===== src/rtl/rx_uart_cfg.sv =====
// Configurable UART receiver: 2-flop synchroniser, 3-sample majority bit decision,
// runtime baud divisor, optional parity, 1/2 stop bits, show-ahead output FIFO.
module rx_uart_cfg #(
  parameter int DATA_BITS  = 8,
  parameter int PARITY     = 0,
  parameter int STOP_BITS  = 1,
  parameter int DIV_W      = 16,
  parameter int FIFO_DEPTH = 4
) (
  input  logic                 clk,
  input  logic                 rst,
  input  logic                 rx_i,
  input  logic                 en_i,
  input  logic [DIV_W-1:0]     baud_div_i,
  output logic [DATA_BITS-1:0] rx_data_o,
  output logic                 rx_perr_o,
  output logic                 rx_ferr_o,
  output logic                 rx_vld_o,
  input  logic                 rx_rdy_i,
  output logic                 overrun_o,
  input  logic                 clr_i,
  output logic                 rts_n_o
);

  localparam int AW = $clog2(FIFO_DEPTH);
  localparam int BW = $clog2(DATA_BITS);
  localparam int EW = DATA_BITS + 2;

  typedef enum logic [2:0] {S_IDLE, S_START, S_DATA, S_PARITY, S_STOP, S_PUSH} state_t;

  state_t               state;
  logic                 rx_m, rxs, rxs_d;
  logic [DIV_W-1:0]     div_q, bc, half;
  logic                 smp0, smp1;
  logic [DATA_BITS-1:0] shreg;
  logic [BW-1:0]        bit_idx;
  logic                 stop_idx;
  logic                 perr, ferr;
  logic                 at_s0, at_s1, at_dec, wrap, maj, fall;

  always_ff @(posedge clk) begin
    if (rst) begin
      rx_m  <= 1'b1;
      rxs   <= 1'b1;
      rxs_d <= 1'b1;
    end else begin
      rx_m  <= rx_i;
      rxs   <= rx_m;
      rxs_d <= rxs;
    end
  end

  always_comb begin
    half   = div_q >> 1;
    at_s0  = (bc == half - DIV_W'(1));
    at_s1  = (bc == half);
    at_dec = (bc == half + DIV_W'(1));
    wrap   = (bc == div_q - DIV_W'(1));
    maj    = (smp0 & smp1) | (smp0 & rxs) | (smp1 & rxs);
    fall   = rxs_d & ~rxs & en_i;
  end

  always_ff @(posedge clk) begin
    if (rst) begin
      state    <= S_IDLE;
      bc       <= '0;
      div_q    <= '0;
      smp0     <= 1'b1;
      smp1     <= 1'b1;
      shreg    <= '0;
      bit_idx  <= '0;
      stop_idx <= 1'b0;
      perr     <= 1'b0;
      ferr     <= 1'b0;
    end else if (!en_i) begin
      state <= S_IDLE;
    end else begin
      if (at_s0) smp0 <= rxs;
      if (at_s1) smp1 <= rxs;
      bc <= wrap ? '0 : bc + DIV_W'(1);
      case (state)
        S_IDLE: begin
          bc <= '0;
          if (fall) begin
            state    <= S_START;
            div_q    <= baud_div_i;
            bit_idx  <= '0;
            stop_idx <= 1'b0;
            perr     <= 1'b0;
            ferr     <= 1'b0;
          end
        end
        S_START: begin
          if (at_dec && maj) state <= S_IDLE;
          else if (wrap)     state <= S_DATA;
        end
        S_DATA: begin
          // LSB-first shift: after DATA_BITS shifts the first bit sits at position 0
          if (at_dec) shreg <= {maj, shreg[DATA_BITS-1:1]};
          if (wrap) begin
            if (bit_idx == BW'(DATA_BITS - 1)) state <= (PARITY != 0) ? S_PARITY : S_STOP;
            else bit_idx <= bit_idx + BW'(1);
          end
        end
        S_PARITY: begin
          if (at_dec) perr <= (^shreg) ^ maj ^ (PARITY == 2);
          if (wrap)   state <= S_STOP;
        end
        S_STOP: begin
          // last stop decision pushes immediately so the next start edge is not missed
          if (at_dec) begin
            if (!maj) ferr <= 1'b1;
            if (stop_idx == 1'(STOP_BITS - 1)) state <= S_PUSH;
          end else if (wrap) begin
            stop_idx <= 1'b1;
          end
        end
        S_PUSH:  state <= S_IDLE;
        default: state <= S_IDLE;
      endcase
    end
  end

  logic [EW-1:0] mem [FIFO_DEPTH];
  logic [AW-1:0] wp, rp;
  logic [AW:0]   cnt, cnt_nxt;
  logic          push, pop, full, push_ok;

  always_comb begin
    push    = (state == S_PUSH) && en_i;
    pop     = (cnt != '0) && rx_rdy_i;
    full    = (cnt == (AW+1)'(FIFO_DEPTH));
    push_ok = push && (!full || pop);
    cnt_nxt = cnt + {{AW{1'b0}}, push_ok} - {{AW{1'b0}}, pop};
  end

  always_ff @(posedge clk) begin
    if (push_ok) mem[wp] <= {perr, ferr, shreg};
  end

  always_ff @(posedge clk) begin
    if (rst) begin
      wp        <= '0;
      rp        <= '0;
      cnt       <= '0;
      overrun_o <= 1'b0;
      rts_n_o   <= 1'b1;
    end else begin
      if (push_ok) wp <= wp + AW'(1);
      if (pop)     rp <= rp + AW'(1);
      cnt <= cnt_nxt;
      if (push && full && !pop) overrun_o <= 1'b1;
      else if (clr_i)           overrun_o <= 1'b0;
      rts_n_o <= (cnt_nxt > (AW+1)'(FIFO_DEPTH - 2));
    end
  end

  // head is masked while empty so the outputs read zero after reset
  always_comb begin
    rx_vld_o = (cnt != '0);
    {rx_perr_o, rx_ferr_o, rx_data_o} = rx_vld_o ? mem[rp] : '0;
  end

endmodule


===== config.mk =====
export PLATFORM = sky130hd
export DESIGN_NAME = rx_uart_cfg
export DESIGN_NICKNAME = d
export VERILOG_FILES = /design/src/rtl/rx_uart_cfg.sv
export SDC_FILE = /design/constraint.sdc
export NUM_CORES = 1
export LEC_CHECK = 0
export ABC_CLOCK_PERIOD_IN_PS = 7100
export CORE_MARGIN = 10
export CORE_UTILIZATION = 35
export CTS_BUF_LIST = sky130_fd_sc_hd__clkbuf_2
export DETAILED_ROUTE_END_ITERATION = 10
export GPL_ROUTABILITY_DRIVEN = 0
export PLACE_DENSITY = 0.63
export REMOVE_ABC_BUFFERS = 1
export SYNTH_ARGS = -nofsm -noshare
export SYNTH_HDL_FRONTEND = slang
export SYNTH_SLANG_ARGS = --single-unit

===== constraint.sdc =====
create_clock -name clk -period 7.1 [get_ports clk]
set_clock_uncertainty 0.2 [all_clocks]
set_input_delay 1.775 -clock clk [delete_from_list [all_inputs] [get_ports clk]]
set_output_delay 1.775 -clock clk [all_outputs]
set_load 0.01 [all_outputs]

==> flow_summary.yaml, run 1 <==
global_route:
  gr-total-overflow: 0
  grt_max_degree: 55
  grt_pass1_vias: 4686
  grt.total_usage_pct: 12.1
  antenna_found_initial: 0
  grt_pass1_wl_um: 23800
cts:
  cts.repair.resized: 0
  root_buffer: "clkbuf_2"
  cts_hold_buf: 0
  numCtsBuffers: 9
  insertion_delay_ns: 0.65
  cts.htree.levels: 3
  cts_setup_buffers: 0
  cts_sinks: 105
  cts_buffer_depth: 2
  clkTransAtPathRegs_ns: 0.32
  cts_tree: "built"
layout:
  layout-drive-gt1-share_pct: 6.71
  final_nets: 701
  regArea_um2: 2500
  fillers: 1763
  multi_input_area_um2: 3400
  layout_commonest_cell: "dfxtp_1"
  fin_util_pct: 38.8
  area_growth_pct: 9.08
  most-common-layout-cells: "dfxtp_1, nand2_1, nor2_1"
  n_antenna_cell: 0
floorplanning:
  die_x_um: 153
  fp-row-count: 48
  die_area_um2: 23300
  initial_core_util_pct: 35.6
  core_um2: 17300
  io_pins: 35
  die_y_um: 153
logic_synthesis:
  syn_area_um2: 6160
  ys_warn_count: 0
  synth_cell_types: 67
  async_reset_ff_share_pct: 0
  synth-seq-cells: 105
  syn_avg_cell_area_um2: 9.25
  synth-seq-area-share_pct: 40.6
  ys.flop_type: "dfxtp_1"
  syn_inst: 666
  synth_edf_count: 40
routing:
  viasPerCell: 5.44
  drtIter0Drc: 404
  drtAntennaViolNets: 0
  num_vias: 4870
  drc_errors: 0
  wl_um: 14400
  dr.pass1.iters: 5
  wl_per_cell_um: 16.1
power:
  power_density_nw_per_um2: 195
  p_leak_nw: 2.28
  irDropWorstVdd_mv: 0.171
sta:
  finalSetupViolCount: 0
  setup_tns_ns: 0
  holdWs_ns: 0.255
  period_share_pct: 65.7
  rsz0062_at_grt: "false"
  drv_slew: 0
  min_period_ns: 4.66
  relSlewSlack_pct: 36.6
  max_freq_mhz: 214
  worst_pin_slew_ns: 0.949
  timing.final.hold_violations: 0
critical_path:
  cp-end-kind: "output pin"
  slowest_delay_ns: 0.83
  cp_num_buf_inv: 1
  cp_data_required_time_ns: 5.12
  cp_cell_sequence: "mux4_2 > and2_1 > clkdlybuf4s50_1"
  crit_family: "flip-flops"
  crit_fanout: 10
  cp_slowest_cell: "dfxtp_1"
  cp-start-kind: "flop"
  arrival_ns: 2.69
  crit_type: "flop to output pin"
outcome:
  status: "finished, final reports clean"
hold_path:
  worstHoldPathType: "flop to flop"
placed_design:
  port_buffers: 34
  dp_hpwl_um: 10200
flow_run:
  cap_violations: 0
[stage by stage]
step	std cells	cell area, um^2	power, mW	setup WS (ns)
after floorplan	618	5960	0.872	3.13
final	896	6720	1.31	2.44
after global placement	880	6600	1.02	2.17
after detailed placement	880	6600	1.03	2.07
after CTS	896	6720	1.33	2.30
after global routing	896	6720	1.39	2.22
[metal layers]
metal  routed length [um]  share of wire, %  GRT usage (%)
met2                 6790                47           20.6
met1                 6620                46           15.0
met5                    0                 0              0
met3                  719               5.0           2.60
met4                  282               2.0           3.95
[final cells by class]
class | instances | share of cell area (%)
inverter | 15 | 0.838
tap | 225 | 4.19
timing repair buffer | 37 | 5.33
sequential | 105 | 37.2
clock buffer | 9 | 0.670
multi-input combinational | 498 | 50.6
clock inverter | 7 | 1.14
[registers in the layout, summed over array words and instances (netlist names), named ones only]
register	count
shreg	8
overrun_o	1
rp	2
state	3
rxs_d	1
cnt	3
stop_idx	1
wp	2
smp0	1
ferr	1
smp1	1
rxs	1
bc	16
div_q	16
rx_m	1
mem	40
perr	1
bit_idx	3
rts_n_o	1
[path summary, 6_finish.rpt]
path	slack, ns	depth (start not counted)	endpoint	start
hold reg to reg	0.25	1	rxs$_SDFF_PP1_	rx_m$_SDFF_PP1_
setup reg to reg	3.12	10	bit_idx[2]$_SDFFE_PP0P_	div_q[0]$_SDFFE_PP0P_
hold / removal	0.25	1	rxs$_SDFF_PP1_	rx_m$_SDFF_PP1_
setup / recovery	2.44	3	rx_data_o[4]	flop
[cells in the mapped netlist (5+ instances only)]
cell      count  area, um^2
nand4_1      19         119
a21oi_1      35         175
nor4_1       10        62.6
ha_1         12         150
clkbuf_1     32         120
o211ai_1      6        45.0
nor2b_1       9        56.3
edfxtp_1     40        1200
nand2b_1     10        62.6
or3_1         5        31.3
nor3b_1       9        67.6
dfxtp_1      65        1300
xnor2_1      41         359
nor3_1       18        90.1
nor2_1       54         203
inv_1        15        56.3
nand3b_1      6        45.0
and2_1       26         163
nand2_1      62         233
o21ai_0      16        80.1
nand4b_1      5        43.8
nand3_1      29         145
o31ai_1      10        75.1
buf_2        10        50.1
mux4_2       10         225
mux2i_1      17         170
a31oi_1      11        68.8
xor2_1       19         166
[cells by family after synthesis]
| kind of cell | after synthesis | share of synthesized area, % |
|---|---|---|
| flops | 105 | 40.6 |
| simple gates | 288 | 25.7 |
| fa+ha+maj | 14 | 2.93 |
| mux | 28 | 6.60 |
| buf+inv | 63 | 4.18 |
| xor+xnor | 60 | 8.53 |
| compound gates | 108 | 11.4 |
[report_power, final]
part / switching [mW] / total [mW] / leakage, nW / internal, mW
registers: 0.0359 / 0.678 / 0.875 / 0.642
logic: 0.139 / 0.331 / 1.33 / 0.192
clock network: 0.237 / 0.302 / 0.0764 / 0.0646
total: 0.413 / 1.31 / 2.28 / 0.899
(Power assumes the default switching activity.)
==> run 2, diff against run 1 <==
ABC_CLOCK_PERIOD_IN_PS = 4000   (was 7100)
PLACE_DENSITY = 0.64   (was 0.63)
clock period = 4 ns   (was 7.1 ns; I/O delays follow)
==> run 2 against run 1 <==
Net effect:
- largest power group unchanged
- first-iteration DRC count rose by 8.9%
- core utilization rose by 0.73 points
- sequential share of layout area fell by 0.69 points
- register-to-register slack got worse by 2.7 ns
- via count rose by 0.57%
- worst hold slack improved by 0.0023 ns
- clock power rose by 72%
- flip-flop and latch count did not move
- combinational power rose by 92%
- wire length rose by 1.3%
- critical path depth rose by 1
==> flow_summary.yaml, run 2 (same netlist as run 1, synthesis figures left out) <==
floorplanning:
  die_x_um: 153
  core_um2: 17300
  die_area_um2: 23300
  fp-row-count: 48
  initial_core_util_pct: 35.6
  die_y_um: 153
  io_pins: 35
power:
  switching_share_pct: 31.4
  comb_power_share_pct: 27.3
  p_clk_share_pct: 22.3
  p_int_mw: 1.60
  irDropWorstVdd_mv: 0.260
  switching_power_uw: 732
  seqPwrFrac_pct: 50.4
  power_density_nw_per_um2: 340
  p_leak_nw: 2.37
layout:
  reg.largest.list: "mem: 40 flops, bc: 16 flops, div_q: 16 flops"
  top_register: "mem"
  layout_commonest_cell: "dfxtp_1"
  multi_input_area_um2: 3400
  regArea_um2: 2500
  largest_reg_flops: 40
  area_growth_pct: 11.1
  n_antenna_cell: 0
  layout-drive-gt1-share_pct: 9.14
  post-route-cell-area_um2: 6850
  final_nets: 719
  final_cells: 914
  fillers: 1769
  most-common-layout-cells: "dfxtp_1, nand2_1, nor2_1"
routing:
  drtIter0Drc: 440
  num_vias: 4898
  wl_um: 14600
  drc_errors: 0
  dr.pass1.iters: 5
  wl_per_cell_um: 16.0
  drtAntennaViolNets: 0
  viasPerCell: 5.36
placed_design:
  dpl.cell_count: 898
  dp_hpwl_um: 10700
  port_buffers: 34
  placed_cell_area_um2: 6730
global_route:
  antenna_found_initial: 0
  grt_max_degree: 31
  grt.total_usage_pct: 12.4
  gr-total-overflow: 0
  grt_pass1_vias: 4733
  grt_pass1_wl_um: 24200
sta:
  relSlewSlack_pct: 53.8
  timing.final.hold_violations: 0
  drv_slew: 0
  setup_tns_ns: 0
  max_freq_mhz: 276
  period_share_pct: 90.6
  rsz0062_at_grt: "false"
  finalSetupViolCount: 0
  worst_pin_slew_ns: 0.691
  min_period_ns: 3.63
hold_path:
  worstHoldPathType: "flop to flop"
critical_path:
  arrival_ns: 2.43
  crit_fanout: 10
  crit_type: "flop to output pin"
  cp_data_required_time_ns: 2.80
  cp-end-kind: "output pin"
  cp-start-kind: "flop"
cts:
  insertion_delay_ns: 0.68
  root_buffer: "clkbuf_2"
  cts_sinks: 105
  numCtsBuffers: 9
  clkTransAtPathRegs_ns: 0.29
  cts.htree.levels: 3
  cts_buffer_depth: 2
  cts_hold_buf: 0
  cts_setup_buffers: 0
  cts.repair.resized: 0
  cts_tree: "built"
outcome:
  status: "finished, final reports clean"
flow_run:
  cap_violations: 0
-- run 2: changes by cell type in the layout (fill, tap and decap cells not counted), sizes merged --
| cell | change |
|---|---|
| buf | +18 |
| clkinv | +2 |
| inv | -2 |
-- run 2: power groups by stage --
stage	clock network, mW	logic (mW)	registers [mW]
floorplan	0	0.338	1.21
global placement	0	0.641	1.20
detailed placement	0	0.650	1.20
CTS	0.538	0.651	1.18
global route	0.583	0.711	1.18
finish	0.519	0.637	1.17
-- run 2: per-stage QoR --
step / setup WS (ns) / power, mW / util, % / hold slack (ns)
floorplan: 0.780 / 1.55 / - / 0.189
global placement: 0.374 / 1.84 / 38.9 / 0.204
detailed placement: 0.312 / 1.85 / 38.9 / 0.205
CTS: 0.288 / 2.37 / 39.6 / 0.263
global route: 0.180 / 2.48 / 39.6 / 0.294
finish: 0.375 / 2.33 / 39.6 / 0.257
-- run 2: critical path, cell delays in order (launching register included) --
cell and delay, ns:
dfxtp_1 0.39, buf_4 0.22, mux4_2 0.52, and2_1 0.17, clkdlybuf4s50_1 0.47
-- run 2: area by class of cell --
| type | count | share of cell area (%) |
|---|---|---|
| Timing Repair Buffer | 55 | 7.20 |
| Tap cell | 225 | 4.11 |
| Inverter | 15 | 0.823 |
| Sequential cell | 105 | 36.6 |
| Clock buffer | 9 | 0.658 |
| Clock inverter | 7 | 0.987 |
| Multi-Input combinational cell | 498 | 49.7 |
-- run 2: worst paths after layout --
kind | startpoint | cells after the start | slack [ns] | end
worst max-delay path | flop | 4 | 0.37 | rx_data_o[5]
worst min-delay path | rx_m$_SDFF_PP1_ | 1 | 0.26 | rxs$_SDFF_PP1_
worst max register to register | div_q[1]$_SDFFE_PP0P_ | 10 | 0.45 | bit_idx[0]$_SDFFE_PP0P_
worst min register to register | rx_m$_SDFF_PP1_ | 1 | 0.26 | rxs$_SDFF_PP1_
-- run 2: layer usage --
layer	vias to the layer above	GRT usage [%]	share of wire, %
li1	2442	-	-
met1	2324	15.7	47
met2	116	20.4	47
met3	16	3.42	5.2
met4	0	2.68	1.1
met5	-	0	0
==> run 3, diff against run 2 <==
==> constraint.sdc (replaced) <==
create_clock -name clk -period 4 [get_ports clk]
set_clock_uncertainty 0.2 [all_clocks]
set_input_delay 0.6 -clock clk [delete_from_list [all_inputs] [get_ports clk]]
set_output_delay 0.6 -clock clk [all_outputs]
set_load 0.01 [all_outputs]
==> run 3 against run 2 <==
Net effect:
- sequential share of layout area grew 0.34 points
- register-to-register slack lost 0.10 ns
- core utilization shrank 0.36 points
- maximum frequency shrank 0.71%
==> flow_summary.yaml, run 3 (same netlist as run 1, synthesis figures left out) <==
critical_path:
  arrival_ns: 4.01
  crit_type: "flop to flop"
  slowest_delay_ns: 0.59
  cp_cell_sequence: "inv_1 > ha_1 > nor4b_4 > nand3_1 > mux2_2 > mux2i_1 > o22ai_1 > buf_4 > nand3_1 > or4_1 > o311ai_1"
  cp_slowest_cell: "or4_1"
  crit_fanout: 9
  cpMostUsedCell: "nand3_1"
  cp_num_buf_inv: 2
  cp.depth: 11
  cp_data_required_time_ns: 4.36
  cp-end-kind: "flop"
  crit_family: "simple AND/OR/NAND/NOR gates"
  endpoint: "bit_idx[2]$_SDFFE_PP0P_"
  cp-start-kind: "flop"
  r2r_end: "bit_idx[2]$_SDFFE_PP0P_"
  ff2ff_setup_slack_ns: 0.35
  reg2reg_from: "div_q[0]$_SDFFE_PP0P_"
  rr_worst_depth: 11
  cp-startpoint: "div_q[0]$_SDFFE_PP0P_"
floorplanning:
  initial_core_util_pct: 35.6
  die_x_um: 153
  core_um2: 17300
  io_pins: 35
  fp-row-count: 48
  die_area_um2: 23300
  die_y_um: 153
placed_design:
  dp_hpwl_um: 10500
  placed_cell_area_um2: 6670
  port_buffers: 34
routing:
  wl_per_cell_um: 16.1
  drtAntennaViolNets: 0
  wl_um: 14600
  num_vias: 4930
  viasPerCell: 5.44
  dr.pass1.iters: 5
  drc_errors: 0
  drtIter0Drc: 333
cts:
  numCtsBuffers: 9
  cts_setup_buffers: 0
  cts_hold_buf: 0
  clkTransAtPathRegs_ns: 0.33
  cts.repair.resized: 0
  cts.htree.levels: 3
  cts_tree: "built"
  insertion_delay_ns: 0.65
  root_buffer: "clkbuf_2"
  cts_sinks: 105
  cts_buffer_depth: 2
power:
  power_density_nw_per_um2: 339
  p_leak_nw: 2.33
  p_int_mw: 1.58
  switching_share_pct: 31.2
  seqPwrFrac_pct: 52.2
  finalPower_mw: 2.30
  switching_power_uw: 719
  irDropWorstVdd_mv: 0.271
  p_clk_share_pct: 21.8
  comb_power_share_pct: 26.0
global_route:
  grt_pass1_vias: 4571
  grt.total_usage_pct: 12.3
  gr-total-overflow: 0
  antenna_found_initial: 0
  grt_pass1_wl_um: 24100
  grt_max_degree: 35
layout:
  n_antenna_cell: 0
  area_growth_pct: 10.1
  layout_commonest_cell: "dfxtp_1"
  post-route-cell-area_um2: 6780
  largest_reg_flops: 40
  final_nets: 711
  most-common-layout-cells: "dfxtp_1, nand2_1, nor2_1"
  reg.largest.list: "mem: 40 flops, bc: 16 flops, div_q: 16 flops"
  fin_util_pct: 39.2
  layout-drive-gt1-share_pct: 8.08
  top_register: "mem"
hold_path:
  worstHoldPathType: "primary input to flop"
  holdPathStages: 2
flow_run:
  cap_violations: 0
sta:
  timing.final.hold_violations: 0
  max_freq_mhz: 274
  setup_tns_ns: 0
  relSlewSlack_pct: 47.1
  worst_pin_slew_ns: 0.792
  rsz0062_at_grt: "false"
  period_share_pct: 91.3
  min_period_ns: 3.65
  drv_slew: 0
  holdWs_ns: 0.163
  finalSetupViolCount: 0
outcome:
  status: "finished, final reports clean"
[run 3: cell count changes in the layout (fill, tap and decap cells not counted), sizes merged]
cell / previous run / this run
inv: 20 / 19
clkinv: 2 / 3
buf: 22 / 14
[run 3: layout make-up]
class / instances / area, um^2
multi-input combinational: 498 / 3400
clock buffer: 9 / 45.0
inverter: 15 / 56.3
timing repair buffer: 47 / 433
sequential: 105 / 2500
tap: 225 / 282
fill: 1733 / 10500
clock inverter: 7 / 65.1
[run 3: worst min path at each step]
stage	start	end	slack, ns
6_report	rst	bc[1]$_SDFFE_PP0P_	0.16
4_1_cts	rst	div_q[7]$_SDFFE_PP0P_	0.12
3_5_place_dp	rx_m$_SDFF_PP1_	rxs$_SDFF_PP1_	0.20
5_1_grt	rst	div_q[2]$_SDFFE_PP0P_	0.13
2_1_floorplan	rx_m$_SDFF_PP1_	rxs$_SDFF_PP1_	0.19
3_3_place_gp	rx_m$_SDFF_PP1_	rxs$_SDFF_PP1_	0.20
[run 3: stage by stage]
stage	setup slack, ns	instances
after CTS	0.348	906
after global routing	0.0916	906
after global placement	0.457	890
after floorplan	0.780	618
final	0.349	906
after detailed placement	0.425	890
[run 3: layer usage]
layer	track usage (%)	share of wire (%)	vias up
li1	-	-	2427
met1	16.2	47	2312
met2	19.7	46	159
met3	2.74	5.4	32
met4	3.59	2.0	0
met5	0	0	-
[run 3: power groups by stage]
stage / Sequential [mW] / Combinational (mW) / Clock (mW)
after floorplan: 1.21 / 0.338 / 0
after global placement: 1.23 / 0.602 / 0
after detailed placement: 1.23 / 0.607 / 0
after CTS: 1.21 / 0.609 / 0.515
after global routing: 1.22 / 0.666 / 0.558
final: 1.20 / 0.598 / 0.501
